--- src/rtl/game_pkg.sv ---
// Shared types and constants for the pipe scheduler and its slot registers.
package game_pkg;

    localparam int COORD_W         = 10;
    localparam int SCREEN_WIDTH_PX = 640;
    localparam int PIPE_WIDTH_PX   = 50;
    localparam int BIRD_X_PX       = 100;

    typedef enum logic [1:0] {
        IDLE,
        ISSUE,
        RESP,
        DONE
    } scan_state_t;

    // Adds two 8-bit values and clamps the result at 255.
    function automatic logic [7:0] sat_add8(input logic [7:0] a, input logic [7:0] b);
        logic [8:0] sum;
        sum = {1'b0, a} + {1'b0, b};
        return sum[8] ? 8'hFF : sum[7:0];
    endfunction

endpackage

--- src/rtl/pipe_slot.sv ---
// One pipe slot: position, gap height, occupancy and the passed-the-bird flag.
module pipe_slot
    import game_pkg::*;
#(
    parameter int SCREEN_WIDTH = SCREEN_WIDTH_PX,
    parameter int PIPE_WIDTH   = PIPE_WIDTH_PX,
    parameter int BIRD_X       = BIRD_X_PX,
    parameter int SPEED        = 2
) (
    input  logic               clk,
    input  logic               reset,
    input  logic               enable,
    input  logic               clear,
    input  logic               frame_tick,
    input  logic               load,
    input  logic [COORD_W-1:0] gap_y,
    output logic               active,
    output logic [COORD_W-1:0] x,
    output logic [COORD_W-1:0] y,
    output logic               score_hit
);

    localparam int SUM_W = COORD_W + 1;

    logic scored;

    // The right edge is compared one bit wider so x+PIPE_WIDTH cannot wrap.
    assign score_hit = enable && !clear && active && !scored &&
                       (({1'b0, x} + SUM_W'(PIPE_WIDTH)) < SUM_W'(BIRD_X));

    // Spawn load, leftward motion with retirement, and the scored flag.
    always_ff @(posedge clk or posedge reset) begin
        if (reset) begin
            active <= 1'b0;
            x      <= '0;
            y      <= '0;
            scored <= 1'b0;
        end else if (clear) begin
            active <= 1'b0;
            x      <= '0;
            y      <= '0;
            scored <= 1'b0;
        end else if (enable) begin
            if (load) begin
                active <= 1'b1;
                x      <= COORD_W'(SCREEN_WIDTH);
                y      <= gap_y;
                scored <= 1'b0;
            end else begin
                if (frame_tick && active) begin
                    if (x < COORD_W'(SPEED))
                        active <= 1'b0;
                    else
                        x <= x - COORD_W'(SPEED);
                end
                if (score_hit)
                    scored <= 1'b1;
            end
        end
    end

endmodule

--- src/rtl/pipe_scheduler.sv ---
// Pipe scheduler: spawns pipes into free slots, keeps score and walks the
// active slots through an external collision checker once per frame.
module pipe_scheduler
    import game_pkg::*;
#(
    parameter int NUM_SLOTS      = 3,
    parameter int SCREEN_WIDTH   = SCREEN_WIDTH_PX,
    parameter int PIPE_WIDTH     = PIPE_WIDTH_PX,
    parameter int BIRD_X         = BIRD_X_PX,
    parameter int SPEED          = 2,
    parameter int SPAWN_INTERVAL = 120
) (
    input  logic                         clk,
    input  logic                         reset,
    input  logic                         enable,
    input  logic                         clear,
    input  logic                         frame_tick,
    input  logic [COORD_W-1:0]           gap_y_in,
    input  logic                         chk_hit,
    output logic                         chk_valid,
    output logic [COORD_W-1:0]           chk_x,
    output logic [COORD_W-1:0]           chk_y,
    output logic [NUM_SLOTS-1:0]         pipe_active,
    output logic [NUM_SLOTS*COORD_W-1:0] pipe_x,
    output logic [NUM_SLOTS*COORD_W-1:0] pipe_y,
    output logic [7:0]                   score,
    output logic                         collision,
    output logic                         spawn_drop
);

    localparam int IDX_W = (NUM_SLOTS > 1) ? $clog2(NUM_SLOTS) : 1;
    localparam int CNT_W = (SPAWN_INTERVAL > 1) ? $clog2(SPAWN_INTERVAL) : 1;

    logic [COORD_W-1:0] slot_x [NUM_SLOTS];
    logic [COORD_W-1:0] slot_y [NUM_SLOTS];
    logic [NUM_SLOTS-1:0] load_vec;
    logic [NUM_SLOTS-1:0] score_vec;
    logic [CNT_W-1:0] spawn_cnt;
    logic spawn_now;
    logic [7:0] pass_count;

    scan_state_t state, state_n;
    logic [IDX_W-1:0] idx, idx_n;
    logic hit_acc, hit_n;
    logic req_issued, issued_n;

    for (genvar i = 0; i < NUM_SLOTS; i++) begin : g_slot
        pipe_slot #(
            .SCREEN_WIDTH(SCREEN_WIDTH),
            .PIPE_WIDTH  (PIPE_WIDTH),
            .BIRD_X      (BIRD_X),
            .SPEED       (SPEED)
        ) u_slot (
            .clk       (clk),
            .reset     (reset),
            .enable    (enable),
            .clear     (clear),
            .frame_tick(frame_tick),
            .load      (load_vec[i]),
            .gap_y     (gap_y_in),
            .active    (pipe_active[i]),
            .x         (slot_x[i]),
            .y         (slot_y[i]),
            .score_hit (score_vec[i])
        );
        assign pipe_x[i*COORD_W +: COORD_W] = slot_x[i];
        assign pipe_y[i*COORD_W +: COORD_W] = slot_y[i];
    end

    assign spawn_now = enable && !clear && frame_tick &&
                       (spawn_cnt == CNT_W'(SPAWN_INTERVAL - 1));

    // Pick the lowest-index slot that is free before this tick's retirements.
    always_comb begin
        load_vec = '0;
        for (int i = 0; i < NUM_SLOTS; i++) begin
            if (spawn_now && !pipe_active[i] && (load_vec == '0))
                load_vec[i] = 1'b1;
        end
    end

    // Number of slots passing the bird in this cycle.
    always_comb begin
        pass_count = '0;
        for (int i = 0; i < NUM_SLOTS; i++)
            pass_count = pass_count + 8'(score_vec[i]);
    end

    // Spawn interval counter, saturating score and the no-free-slot pulse.
    always_ff @(posedge clk or posedge reset) begin
        if (reset) begin
            spawn_cnt  <= '0;
            score      <= '0;
            spawn_drop <= 1'b0;
        end else if (clear) begin
            spawn_cnt  <= '0;
            score      <= '0;
            spawn_drop <= 1'b0;
        end else begin
            spawn_drop <= spawn_now && (pipe_active == '1);
            if (enable) begin
                score <= sat_add8(score, pass_count);
                if (frame_tick)
                    spawn_cnt <= (spawn_cnt == CNT_W'(SPAWN_INTERVAL - 1)) ? '0 : spawn_cnt + 1'b1;
            end
        end
    end

    // Scan state register.
    always_ff @(posedge clk or posedge reset) begin
        if (reset) begin
            state      <= IDLE;
            idx        <= '0;
            hit_acc    <= 1'b0;
            req_issued <= 1'b0;
        end else begin
            state      <= state_n;
            idx        <= idx_n;
            hit_acc    <= hit_n;
            req_issued <= issued_n;
        end
    end

    // Scan next-state and checker strobes; a frame tick always restarts the walk.
    always_comb begin
        state_n   = state;
        idx_n     = idx;
        hit_n     = hit_acc;
        issued_n  = req_issued;
        chk_valid = 1'b0;
        collision = 1'b0;
        if (clear) begin
            state_n  = IDLE;
            idx_n    = '0;
            hit_n    = 1'b0;
            issued_n = 1'b0;
        end else if (enable) begin
            if (state == ISSUE)
                chk_valid = pipe_active[idx];
            if (state == DONE)
                collision = hit_acc;
            if (frame_tick) begin
                state_n  = ISSUE;
                idx_n    = '0;
                hit_n    = 1'b0;
                issued_n = 1'b0;
            end else begin
                case (state)
                    IDLE: state_n = IDLE;
                    ISSUE: begin
                        issued_n = pipe_active[idx];
                        state_n  = RESP;
                    end
                    RESP: begin
                        if (req_issued && chk_hit)
                            hit_n = 1'b1;
                        if (idx == IDX_W'(NUM_SLOTS - 1)) begin
                            idx_n   = '0;
                            state_n = DONE;
                        end else begin
                            idx_n   = idx + 1'b1;
                            state_n = ISSUE;
                        end
                    end
                    DONE: begin
                        hit_n   = 1'b0;
                        state_n = IDLE;
                    end
                    default: state_n = IDLE;
                endcase
            end
        end
    end

    assign chk_x = chk_valid ? slot_x[idx] : '0;
    assign chk_y = chk_valid ? slot_y[idx] : '0;

endmodule
--- config.mk ---
export PLATFORM = sky130hd
export DESIGN_NAME = pipe_scheduler
export DESIGN_NICKNAME = d
export VERILOG_FILES = /design/src/rtl/game_pkg.sv /design/src/rtl/pipe_slot.sv /design/src/rtl/pipe_scheduler.sv
export SDC_FILE = /design/constraint.sdc
export NUM_CORES = 1
export LEC_CHECK = 0
export ABC_AREA = 1
export CAP_MARGIN = 20
export CORE_ASPECT_RATIO = 0.8
export CORE_MARGIN = 2
export CORE_UTILIZATION = 48
export CTS_CLUSTER_SIZE = 28
export DETAILED_ROUTE_END_ITERATION = 10
export PLACE_DENSITY = 0.84
export SYNTH_ARGS = -nofsm -noshare
export SYNTH_HDL_FRONTEND = slang
export SYNTH_HIERARCHICAL = 1
export SYNTH_SLANG_ARGS = --single-unit
--- constraint.sdc ---
create_clock -name clk -period 2.7 [get_ports clk]
set_input_delay 0.54 -clock clk [delete_from_list [all_inputs] [get_ports clk]]
set_output_delay 0.54 -clock clk [all_outputs]
set_load 0.02 [all_outputs]
==> flow_metrics.py, run 1 <==
metrics = {
    "placement": {
        "dp_worst_setup_slack_ns": -0.575,
        "dp_hpwl_um": 13400,
        "io_buffers": 105,
        "globalplace.congestion": 0.931,
        "dp.cells": 1088,
    },
    "timing": {
        "fin_skew_ns": 0.00529,
        "slew-limit-headroom_pct": 63.7,
        "finalSetupViolCount": 8,
        "fin_ws_ns": -0.134,
        "slew_viol_final": 0,
        "rsz0062_at_grt": "yes",
        "finalCritPeriodShare_pct": 105,
        "fmaxAchievable_mhz": 353,
        "finalHoldViolations": 0,
        "layout_min_cycle_time_ns": 2.83,
        "worst_pin_slew_ns": 0.543,
    },
    "setup_path": {
        "cp.required_ns": 2.93,
        "critPathMostFrequentCell": "nand2_1",
        "path_max_fanout": 5,
        "crit_arrival_ns": 3.06,
        "worstPathCellList": "ha_4 > or2_4 > a21oi_2 > nand2_1 > nand2_2 > nand2_1 > inv_1 > fa_1 > ha_2 > fa_2 > nand2_4 > inv_4 > nand3_2 > o21ai_1 > nand2_1 > nand2_1",
        "criticalPathCategory": "reg -> reg",
        "critPathBufInv": 2,
        "critical_path.endpoint_type": "register",
        "cp_top_family": "adder cells",
        "critPathSlowestCell": "dfrtp_2",
        "start_kind": "register",
        "critPathMaxStageDelay_ns": 0.45,
    },
    "floorplanning": {
        "die_width_um": 126,
        "io_pins": 110,
        "die_h_um": 102,
        "die_area_sq_mm": 0.0128,
        "start_util_pct": 49.4,
        "core_area_sq_mm": 0.0116,
        "placementRows": 35,
    },
    "hold_path": {
        "holdCritPathClass": "reg -> reg",
    },
    "synthesis": {
        "seq_area_frac_synth_pct": 37.2,
        "yosysTopAreaCell": "dfrtp_1",
        "synth_cells": 795,
        "async_reset_ff_share_pct": 100,
        "synth.area.top_cells": "dfrtp_1 (37%), nand2_1 (16%), nand3_1 (5.3%)",
        "yosysWarnings": 6,
        "ys_types": 34,
        "synth_ff_type": "dfrtp_1",
        "synth_seq_cells": 85,
        "synth_top_area_share_pct": 37.2,
        "synth_nets": 825,
        "postSynthAreaPerCell_sq_um": 7.18,
        "synthesis.area_sq_mm": 0.00571,
        "synth_edf_count": 0,
    },
    "pwr": {
        "leakage_nw": 3.75,
        "clkPwrFrac_pct": 21.5,
        "power_w": 0.00626,
        "power_switching_share_pct": 41.8,
        "ir_drop_mv": 0.785,
        "switchingPower_w": 0.00261,
        "pwr_density_cell_mw_per_mm2": 805,
        "p_comb_share_pct": 50.1,
        "intPower_w": 0.00364,
        "seqPwrFrac_pct": 28.5,
    },
    "cells_and_area": {
        "fill_cells": 969,
        "drive_gt1_share_pct": 21.2,
        "area_growth_pct": 36.0,
        "antenna_cells": 0,
        "fin_util_pct": 67.2,
        "nets": 988,
        "instances_no_fill": 1111,
    },
    "clock_network": {
        "htreeDepth": 3,
        "cts_tree": "built",
        "cts-root-buf": "clkbuf_16",
        "cts_buffers": 9,
        "clk_pin_slew_ns": 0.07,
        "clock-sinks": 85,
        "clock_latency_ns": 0.34,
        "clk_path_buf_depth": 2,
    },
    "detailed_routing": {
        "drtAntennaViolNets": 0,
        "drc_errors": 0,
        "routedWlPerCell_um": 16.0,
        "dr_wl_met3_um": 1800,
        "routed_wl_um": 17800,
        "wl_met2_um": 7840,
        "via_per_inst": 5.41,
        "drt-initial-drc-count": 595,
        "wl_met1_um": 7920,
        "vias": 6014,
        "top_layer": "met4",
        "drt_pass1_iterations": 5,
    },
    "global_routing": {
        "grt.total_usage_pct": 28.0,
        "grt_overflow": 0,
        "grt_max_degree": 25,
        "grt_pass1_vias": 5356,
        "antenna_found_initial": 0,
        "grt_pass1_wl_um": 28300,
    },
    "run_status": {
        "status": "finished with violations",
        "violations": "setup timing",
    },
    "run": {
        "maxCapViolCount": 0,
    },
}
path summary, 6_finish.rpt:
| check | start | to | slack [ns] | cells after the start |
|---|---|---|---|---|
| min in group asynchronous | reset | hit_acc | 0.69 | 2 |
| max in group asynchronous | reset | g_slot[0].u_slot/y[4] | 1.42 | 3 |
| setup / recovery | g_slot[2].u_slot/x[2] | score[3] | -0.13 | 16 |
| hold reg to reg | g_slot[0].u_slot/y[8] | g_slot[0].u_slot/y[8] | 0.52 | 2 |
| hold / removal | g_slot[0].u_slot/y[8] | g_slot[0].u_slot/y[8] | 0.52 | 2 |
| setup reg to reg | g_slot[2].u_slot/x[2] | score[3] | -0.13 | 16 |
cells in the final DEF (no fill, tap or decap), drive strengths merged:
master	n
xor2	12
nand2	256
nor2	95
o31ai	1
a31oi	1
nor3	8
conb	3
buf	74
nor3b	2
inv	80
clkdlybuf4s50	82
bufinv	2
dlygate4sd2	23
clkinvlp	1
o211ai	1
clkbuf	9
clkinv	3
fa	2
dfrtp	85
or2	3
ha	12
o21ai	70
nand3	71
o22ai	5
nand4	8
a21oi	54
per-stage QoR:
| step | setup TNS [ns] | area, sq um | hold WS (ns) |
|---|---|---|---|
| 2_1_floorplan | -0.0419 | 5770 | 0.471 |
| 3_3_place_gp | -22.95 | 7370 | 0.487 |
| 3_5_place_dp | -27.26 | 7370 | 0.507 |
| 4_1_cts | -0.403 | 7720 | 0.520 |
| 5_1_grt | -1.78 | 7770 | 0.541 |
| 6_report | -0.647 | 7770 | 0.518 |
area by class of cell:
| type | instances | area [sq um] | area share, % |
|---|---|---|---|
| clock buffer | 9 | 225 | 2.90 |
| clock inverter | 7 | 98.8 | 1.27 |
| sequential | 85 | 2130 | 27.5 |
| timing repair buffer | 179 | 1620 | 20.8 |
| tap | 148 | 185 | 2.38 |
| multi-input combinational | 604 | 3190 | 41.1 |
| inverter | 79 | 317 | 4.07 |
metal layers:
layer | global-route usage, % | up-vias
li1 | - | 2881
met1 | 41.7 | 2823
met2 | 41.0 | 287
met3 | 7.45 | 23
met4 | 6.51 | 0
met5 | 0 | -
what timing repair did:
| item | in CTS | in global routing |
|---|---|---|
| pin swaps | 11 | 2 |
| resized for setup | 32 | 13 |
| setup endpoints to repair | 33 | 28 |
| hold buffers | 0 | 0 |
| buffers inserted | 3 | 4 |
cell usage after synthesis (2+ instances only):
cell type / count
buf_4: 9
inv_2: 13
xor2_1: 12
nand3_1: 60
buf_2: 15
o21ai_0: 47
nand2_2: 7
buf_6: 2
o22ai_1: 5
a21oi_1: 51
nor3_1: 7
ha_1: 12
nand3_2: 11
inv_6: 3
nand2_4: 3
o21ai_1: 8
nor2_2: 15
nand2_1: 246
or2_2: 3
fa_1: 2
o21ai_2: 15
nor2_1: 68
dfrtp_1: 85
inv_1: 63
conb_1: 3
a21oi_4: 3
nand4_1: 8
nor3b_2: 2
nor2_4: 12
cell families (layout without fill, tap and decap cells):
family          after synthesis  count (layout)  share of synthesized area [%]
xor+xnor                     12              12                           1.84
fa+ha+maj                    14              14                           3.33
compound gates              132             132                           13.4
buf+inv                     106             274                           8.41
flops                        85              85                           37.2
other cells                   3               3                          0.197
simple gates                443             443                           35.6
power groups by stage:
stage	sequential, W	clock [W]	combinational [W]
global placement	0.00179	0	0.00294
finish	0.00178	0.00134	0.00313
detailed placement	0.00179	0	0.00300
global route	0.00181	0.00142	0.00342
floorplan	0.00201	0	0.00160
CTS	0.00177	0.00136	0.00308
registers in the layout, indices dropped and copies added, names as in the netlist:
name and cells:
g_slot.u_slot/active 3, g_slot.u_slot/scored 3, g_slot.u_slot/x 27, g_slot.u_slot/y 30
hit_acc 1, idx 2, req_issued 1, score 8
spawn_cnt 7, spawn_drop 1, state 2
worst register-to-register path: cells and delay by family (launching register included):
kind / cells / cell delay (ns)
adders and majority gates: 4 / 1.18
DFF: 1 / 0.45
AOI/OAI and AO/OA: 2 / 0.20
buffers and inverters: 2 / 0.12
and+or+nand+nor: 8 / 0.75
(Power assumes the default switching activity.)
==> inputs of run 2 (changes only) <==
--- a/config.mk
+++ b/config.mk
@@ -10,7 +10,7 @@
 export CORE_ASPECT_RATIO = 0.8
 export CORE_MARGIN = 2
 export CORE_UTILIZATION = 48
-export CTS_CLUSTER_SIZE = 28
+export CTS_CLUSTER_SIZE = 10
 export DETAILED_ROUTE_END_ITERATION = 10
 export PLACE_DENSITY = 0.84
 export SYNTH_ARGS = -nofsm -noshare
==> results of run 2 <==
The final DEF is identical to that of run 1; final timing and power are the same.
==> inputs of run 3 (changes only) <==
--- a/config.mk
+++ b/config.mk
@@ -8,11 +8,10 @@
 export ABC_AREA = 1
 export CAP_MARGIN = 20
 export CORE_ASPECT_RATIO = 0.8
-export CORE_MARGIN = 2
-export CORE_UTILIZATION = 48
+export CORE_UTILIZATION = 55
 export CTS_CLUSTER_SIZE = 10
 export DETAILED_ROUTE_END_ITERATION = 10
-export PLACE_DENSITY = 0.84
+export PLACE_DENSITY = 0.9
 export SYNTH_ARGS = -nofsm -noshare
 export SYNTH_HDL_FRONTEND = slang
 export SYNTH_HIERARCHICAL = 1
==> constraint.sdc (replaced) <==
create_clock -name clk -period 3.3 [get_ports clk]
set_input_delay 0.66 -clock clk [delete_from_list [all_inputs] [get_ports clk]]
set_output_delay 0.66 -clock clk [all_outputs]
set_load 0.02 [all_outputs]
==> run 3 against run 2 <==
  * The flow now finishes without violations
  * Maximum frequency decreased by 12%
  * Flip-flop and latch count unchanged
  * Hold slack got worse by 0.0042 ns
  * Clock power decreased by 11%
  * Cell count decreased by 5.5%
  * Design area decreased by 5.7%
  * Sequential share of layout area increased by 1.6 points
  * Combinational power decreased by 30%
  * Register-to-register slack improved by 0.22 ns
  * Critical endpoint is now score[4]
==> flow_metrics.py, run 3 (synthesis gave the netlist of run 1 again) <==
metrics = {
    "cells_and_area": {
        "final_cell_mix": "nand2_1 (245), clkdlybuf4s50_1 (101), dfrtp_1 (83)",
        "fill_cells": 738,
        "top_register": "g_slot.u_slot/y",
        "drive_gt1_share_pct": 14.3,
        "area_growth_pct": 28.3,
        "reg_top3": "g_slot.u_slot/y x30, g_slot.u_slot/x x27, score x8",
        "antenna_cells": 0,
        "stdcell_area_sq_mm": 0.00733,
        "nets": 939,
        "largest_register_ffs": 30,
        "final_common_cell": "nand2_1",
    },
    "setup_path": {
        "critical_path.endpoint_type": "register",
        "ff2ff_setup_slack_ns": 0.09,
        "criticalPathCategory": "reg -> reg",
        "critPathBufInv": 2,
        "critPathMaxStageDelay_ns": 0.45,
        "worstPathCellList": "ha_1 > or2_2 > a21oi_1 > nand2_1 > nand2_1 > nand2_1 > inv_1 > fa_1 > ha_1 > fa_1 > nand2_2 > inv_2 > nand3_1 > nand3_1 > nand2_1 > o21ai_1",
        "start_kind": "register",
        "critPathMostFrequentCell": "nand2_1",
        "reg2reg_depth": 16,
        "crit_arrival_ns": 3.44,
        "cp.required_ns": 3.53,
        "cp_top_family": "adder cells",
        "critPathSlowestCell": "dfrtp_2",
        "worstReg2RegStart": "g_slot[0].u_slot/x[1]",
        "reg2reg_to": "score[4]",
        "path_max_fanout": 5,
    },
    "timing": {
        "fin_skew_ns": 0.00545,
        "worst_pin_slew_ns": 0.930,
        "finalSetupViolCount": 0,
        "fmaxAchievable_mhz": 311,
        "layout_min_cycle_time_ns": 3.21,
        "fin_ws_ns": 0.0888,
        "finalHoldViolations": 0,
        "finalCritPeriodShare_pct": 97.3,
        "slew-limit-headroom_pct": 37.9,
        "slew_viol_final": 0,
    },
    "detailed_routing": {
        "vias": 5907,
        "routedWlPerCell_um": 16.3,
        "drt_pass1_iterations": 5,
        "via_per_inst": 5.63,
        "drc_errors": 0,
        "drt-initial-drc-count": 615,
        "drtAntennaViolNets": 0,
        "routed_wl_um": 17100,
    },
    "clock_network": {
        "clk_path_buf_depth": 2,
        "cts-root-buf": "clkbuf_16",
        "cts_buffers": 9,
        "clock-sinks": 85,
        "clock_latency_ns": 0.34,
        "clk_pin_slew_ns": 0.06,
        "cts_tree": "built",
        "htreeDepth": 3,
        "cts_hold_buf": 0,
    },
    "placement": {
        "io_buffers": 105,
        "dp_worst_setup_slack_ns": -0.218,
        "globalplace.congestion": 0.962,
        "dp_hpwl_um": 12300,
        "placed_area_sq_mm": 0.00695,
    },
    "global_routing": {
        "grt_pass1_vias": 5453,
        "busiest_layer": "met2",
        "grt_max_degree": 25,
        "grt_overflow": 0,
        "grt_pass1_wl_um": 27400,
        "grt.total_usage_pct": 33.3,
        "globalRouteMet3Util_pct": 8.30,
        "gr-usage-met2_pct": 49.9,
        "antenna_found_initial": 0,
        "use_met1_pct": 47.1,
    },
    "run_status": {
        "status": "finished clean",
    },
    "pwr": {
        "ir_drop_mv": 0.595,
        "leakage_nw": 3.46,
        "pwr_density_cell_mw_per_mm2": 665,
    },
    "floorplanning": {
        "die_area_sq_mm": 0.0108,
        "die_h_um": 93.2,
        "start_util_pct": 58.0,
        "io_pins": 110,
        "die_width_um": 116,
        "placementRows": 32,
        "core_area_sq_mm": 0.00985,
    },
    "hold_path": {
        "holdCritPathClass": "reg -> reg",
        "hold-path-endpoint": "spawn_cnt[6]",
        "holdPathStages": 2,
        "min-delay-start": "spawn_cnt[6]",
    },
    "run": {
        "maxCapViolCount": 0,
    },
}
## run 3: how the worst max path moves through the flow
stage | from | cells past startpoint | end
after floorplan | g_slot[0].u_slot/x[2] | 16 | score[3]
after global placement | clear | 17 | score[3]
after detailed placement | clear | 17 | score[4]
after CTS | clear | 7 | chk_y[9]
after global routing | g_slot[0].u_slot/x[1] | 16 | score[4]
final | g_slot[0].u_slot/x[1] | 16 | score[4]
## run 3: metal layers
layer	wire length, um	up-vias
met5	0	-
met4	297	0
met3	1780	27
met2	7590	299
met1	7410	2800
li1	-	2781
## run 3: cell type report
class | instances | area, sq um | area share [%]
clock buffers | 11 | 243 | 3.31
clock inverters | 5 | 108 | 1.47
inverters | 79 | 312 | 4.25
multi-input cells | 604 | 3110 | 42.4
flip-flops and latches | 85 | 2130 | 29.1
well taps | 136 | 170 | 2.32
repair buffers | 130 | 1260 | 17.2
## run 3: metrics by stage
step                      utilization, %  setup TNS (ns)  hold WS (ns)  cells  power (W)
after floorplan                        -               0         0.471    795    0.00291
after global placement              70.6          -0.423         0.489   1032    0.00357
after detailed placement            70.6           -1.00         0.499   1032    0.00362
after CTS                           74.1               0         0.514   1048    0.00483
after global routing                74.4         -0.0524         0.524   1050    0.00515
final                               74.4               0         0.514   1050    0.00487
## run 3: timing repair
action,in CTS,in global routing
resized for setup,0,7
setup endpoints to repair,0,22
setup buffers,0,2
## run 3: worst reg2reg max path, delay by kind of cell, from the launching register on
kind,cells,cell delay (ns)
adder cells (fa/ha/maj),4,1.28
buffers and inverters,2,0.16
AND/OR/NAND/NOR,8,1.00
flip-flops,1,0.45
AO/OA/AOI/OAI,2,0.22
## run 3: report_power, final
| group | switching [W] | total, W | internal, W |
|---|---|---|---|
| Sequential | 0.000300 | 0.00150 | 0.00120 |
| Combinational | 0.00132 | 0.00218 | 0.000864 |
| Clock | 0.000424 | 0.00119 | 0.000763 |
| Total | 0.00204 | 0.00487 | 0.00283 |
==> RTL change (config.mk and constraints of run 2) <==
Make the reset (`reset`) synchronous in 3 clocked blocks.
--- a/src/rtl/pipe_slot.sv
+++ b/src/rtl/pipe_slot.sv
@@ -31,3 +31,3 @@
     // Spawn load, leftward motion with retirement, and the scored flag.
-    always_ff @(posedge clk or posedge reset) begin
+    always_ff @(posedge clk) begin
         if (reset) begin
--- a/src/rtl/pipe_scheduler.sv
+++ b/src/rtl/pipe_scheduler.sv
@@ -89,3 +89,3 @@
     // Spawn interval counter, saturating score and the no-free-slot pulse.
-    always_ff @(posedge clk or posedge reset) begin
+    always_ff @(posedge clk) begin
         if (reset) begin
@@ -109,3 +109,3 @@
     // Scan state register.
-    always_ff @(posedge clk or posedge reset) begin
+    always_ff @(posedge clk) begin
         if (reset) begin
Formal check against the unedited RTL: no difference found for any inputs over 4 cycles, from zero or initial values and one cycle with reset high; that may be too few to reach the edited logic, so the function may still have changed.
==> RTL change against run 2 <==
The run still ends with setup timing left; design area decreased by 6.4%; wire length is 6.0% lower; worst setup slack better by 0.073 ns; synthesized area fell by 10%; first-iteration DRC count decreased by 8.1%; sequential cell count stayed put; critical endpoint is now score[1]$_SDFFE_PP0P_; highest routed layer unchanged.
Power is not compared: it rests on default switching activity, and its combinational part moved more than twofold at a synthesized area within 25%.
==> RTL change: results <==
set metrics [dict create \
    run_status "finished, violations left" \
    violations_in_the_final_reports "setup timing" \
    fin_cells 1084 \
    met2_length_um 7640 \
    whs_endpoint "g_slot[0].u_slot/scored$_SDFFE_PP0P_" \
    met3_wl_um 1530 \
    grt_pass1_vias 5415 \
    placed_cell_area_um2 6710 \
    post_synth_most_frequent_cells "sky130_fd_sc_hd__nand2_1 (168), sky130_fd_sc_hd__nor2_1 (161), sky130_fd_sc_hd__dfxtp_1 (85)" \
    totalNegativeSetupSlack_ns -0.183 \
    worst_pin_slew_ns 0.497 \
    synth.top_cells.by_area "sky130_fd_sc_hd__dfxtp_1 (33%), sky130_fd_sc_hd__nand2_1 (12%), sky130_fd_sc_hd__nor2_1 (12%)" \
    use_met3_pct 7.98 \
    worstSetupEndpoint "score[1]$_SDFFE_PP0P_" \
    routed_wl_um 16700 \
    track_usage_pct 28.8 \
    drive_gt1_share_pct 19.7 \
    globalRouteMet1Util_pct 37.7 \
    met2_usage_pct 47.1 \
    m1WireLength_um 7250 \
    gp_weighted_congestion 0.918 \
    via_count 5857 \
    timing.final.setup_violations 6 \
    synth_xor_area_share_pct 2.21 \
    setup_slack_ns -0.0611 \
    yosys-mux-area-fraction_pct 0 \
    synth_compound_gate_area_share_pct 16.0 \
    grt_first_pass_wirelength_um 26500 \
    design.final.nets 969 \
    fin_hold_ws_ns 0.457 \
    post_synth_fa_ha_maj_area_fraction_pct 3.70 \
    n_fill_cell 846 \
    skew_ns 0.00579 \
    grt_start_max_net_pins 22 \
    detailed_place_hpwl_um 11400 \
    worst_r2r_startpoint "g_slot[0].u_slot/x[3]$_SDFFE_PP0P_" \
    placement.setup.worst_slack_ns -0.433 \
    syn-num-nets 807 \
    drtPass1Iterations 8 \
    worstPathArrival_ns 2.99 \
    sequential_area_share_after_synthesis_pct 33.1 \
]
==> RTL change: changes by cell type after synthesis, sizes merged, moves of 22 or more <==
cell   change
dfrtp     -85
dfxtp     +85
nand2     -77
nand3     -24
nor2      +80
o21ai     -22
==> RTL change: timing repair <==
item,in CTS,in global routing
hold buffers,0,0
buffers inserted,6,1
gates resized for setup,42,33
pin swaps,12,13
endpoints found under the setup margin,29,8
==> RTL change: critical path, stage by stage (launching register included) <==
cell                      delay [ns]
sky130_fd_sc_hd__dfxtp_1        0.48
sky130_fd_sc_hd__nand2_4        0.11
sky130_fd_sc_hd__nand2_4        0.09
sky130_fd_sc_hd__nand2_2        0.06
sky130_fd_sc_hd__nand2_1        0.07
sky130_fd_sc_hd__nand2_1        0.07
sky130_fd_sc_hd__nor2_2         0.14
sky130_fd_sc_hd__nand2_2        0.07
sky130_fd_sc_hd__inv_2          0.06
sky130_fd_sc_hd__fa_1           0.45
sky130_fd_sc_hd__ha_4           0.19
sky130_fd_sc_hd__fa_2           0.36
sky130_fd_sc_hd__nand2_4        0.10
sky130_fd_sc_hd__nor2_4         0.05
sky130_fd_sc_hd__nand3_4        0.10
sky130_fd_sc_hd__buf_4          0.14
sky130_fd_sc_hd__a31oi_2        0.08
==> RTL change: cell type report <==
cell class | instances | area [um^2] | area share [%]
clock buffers | 10 | 239 | 3.29
clock inverters | 6 | 62.6 | 0.860
inverters | 74 | 278 | 3.82
multi-input cells | 597 | 3260 | 44.8
flip-flops and latches | 85 | 1720 | 23.6
well taps | 140 | 175 | 2.41
repair buffers | 172 | 1540 | 21.2
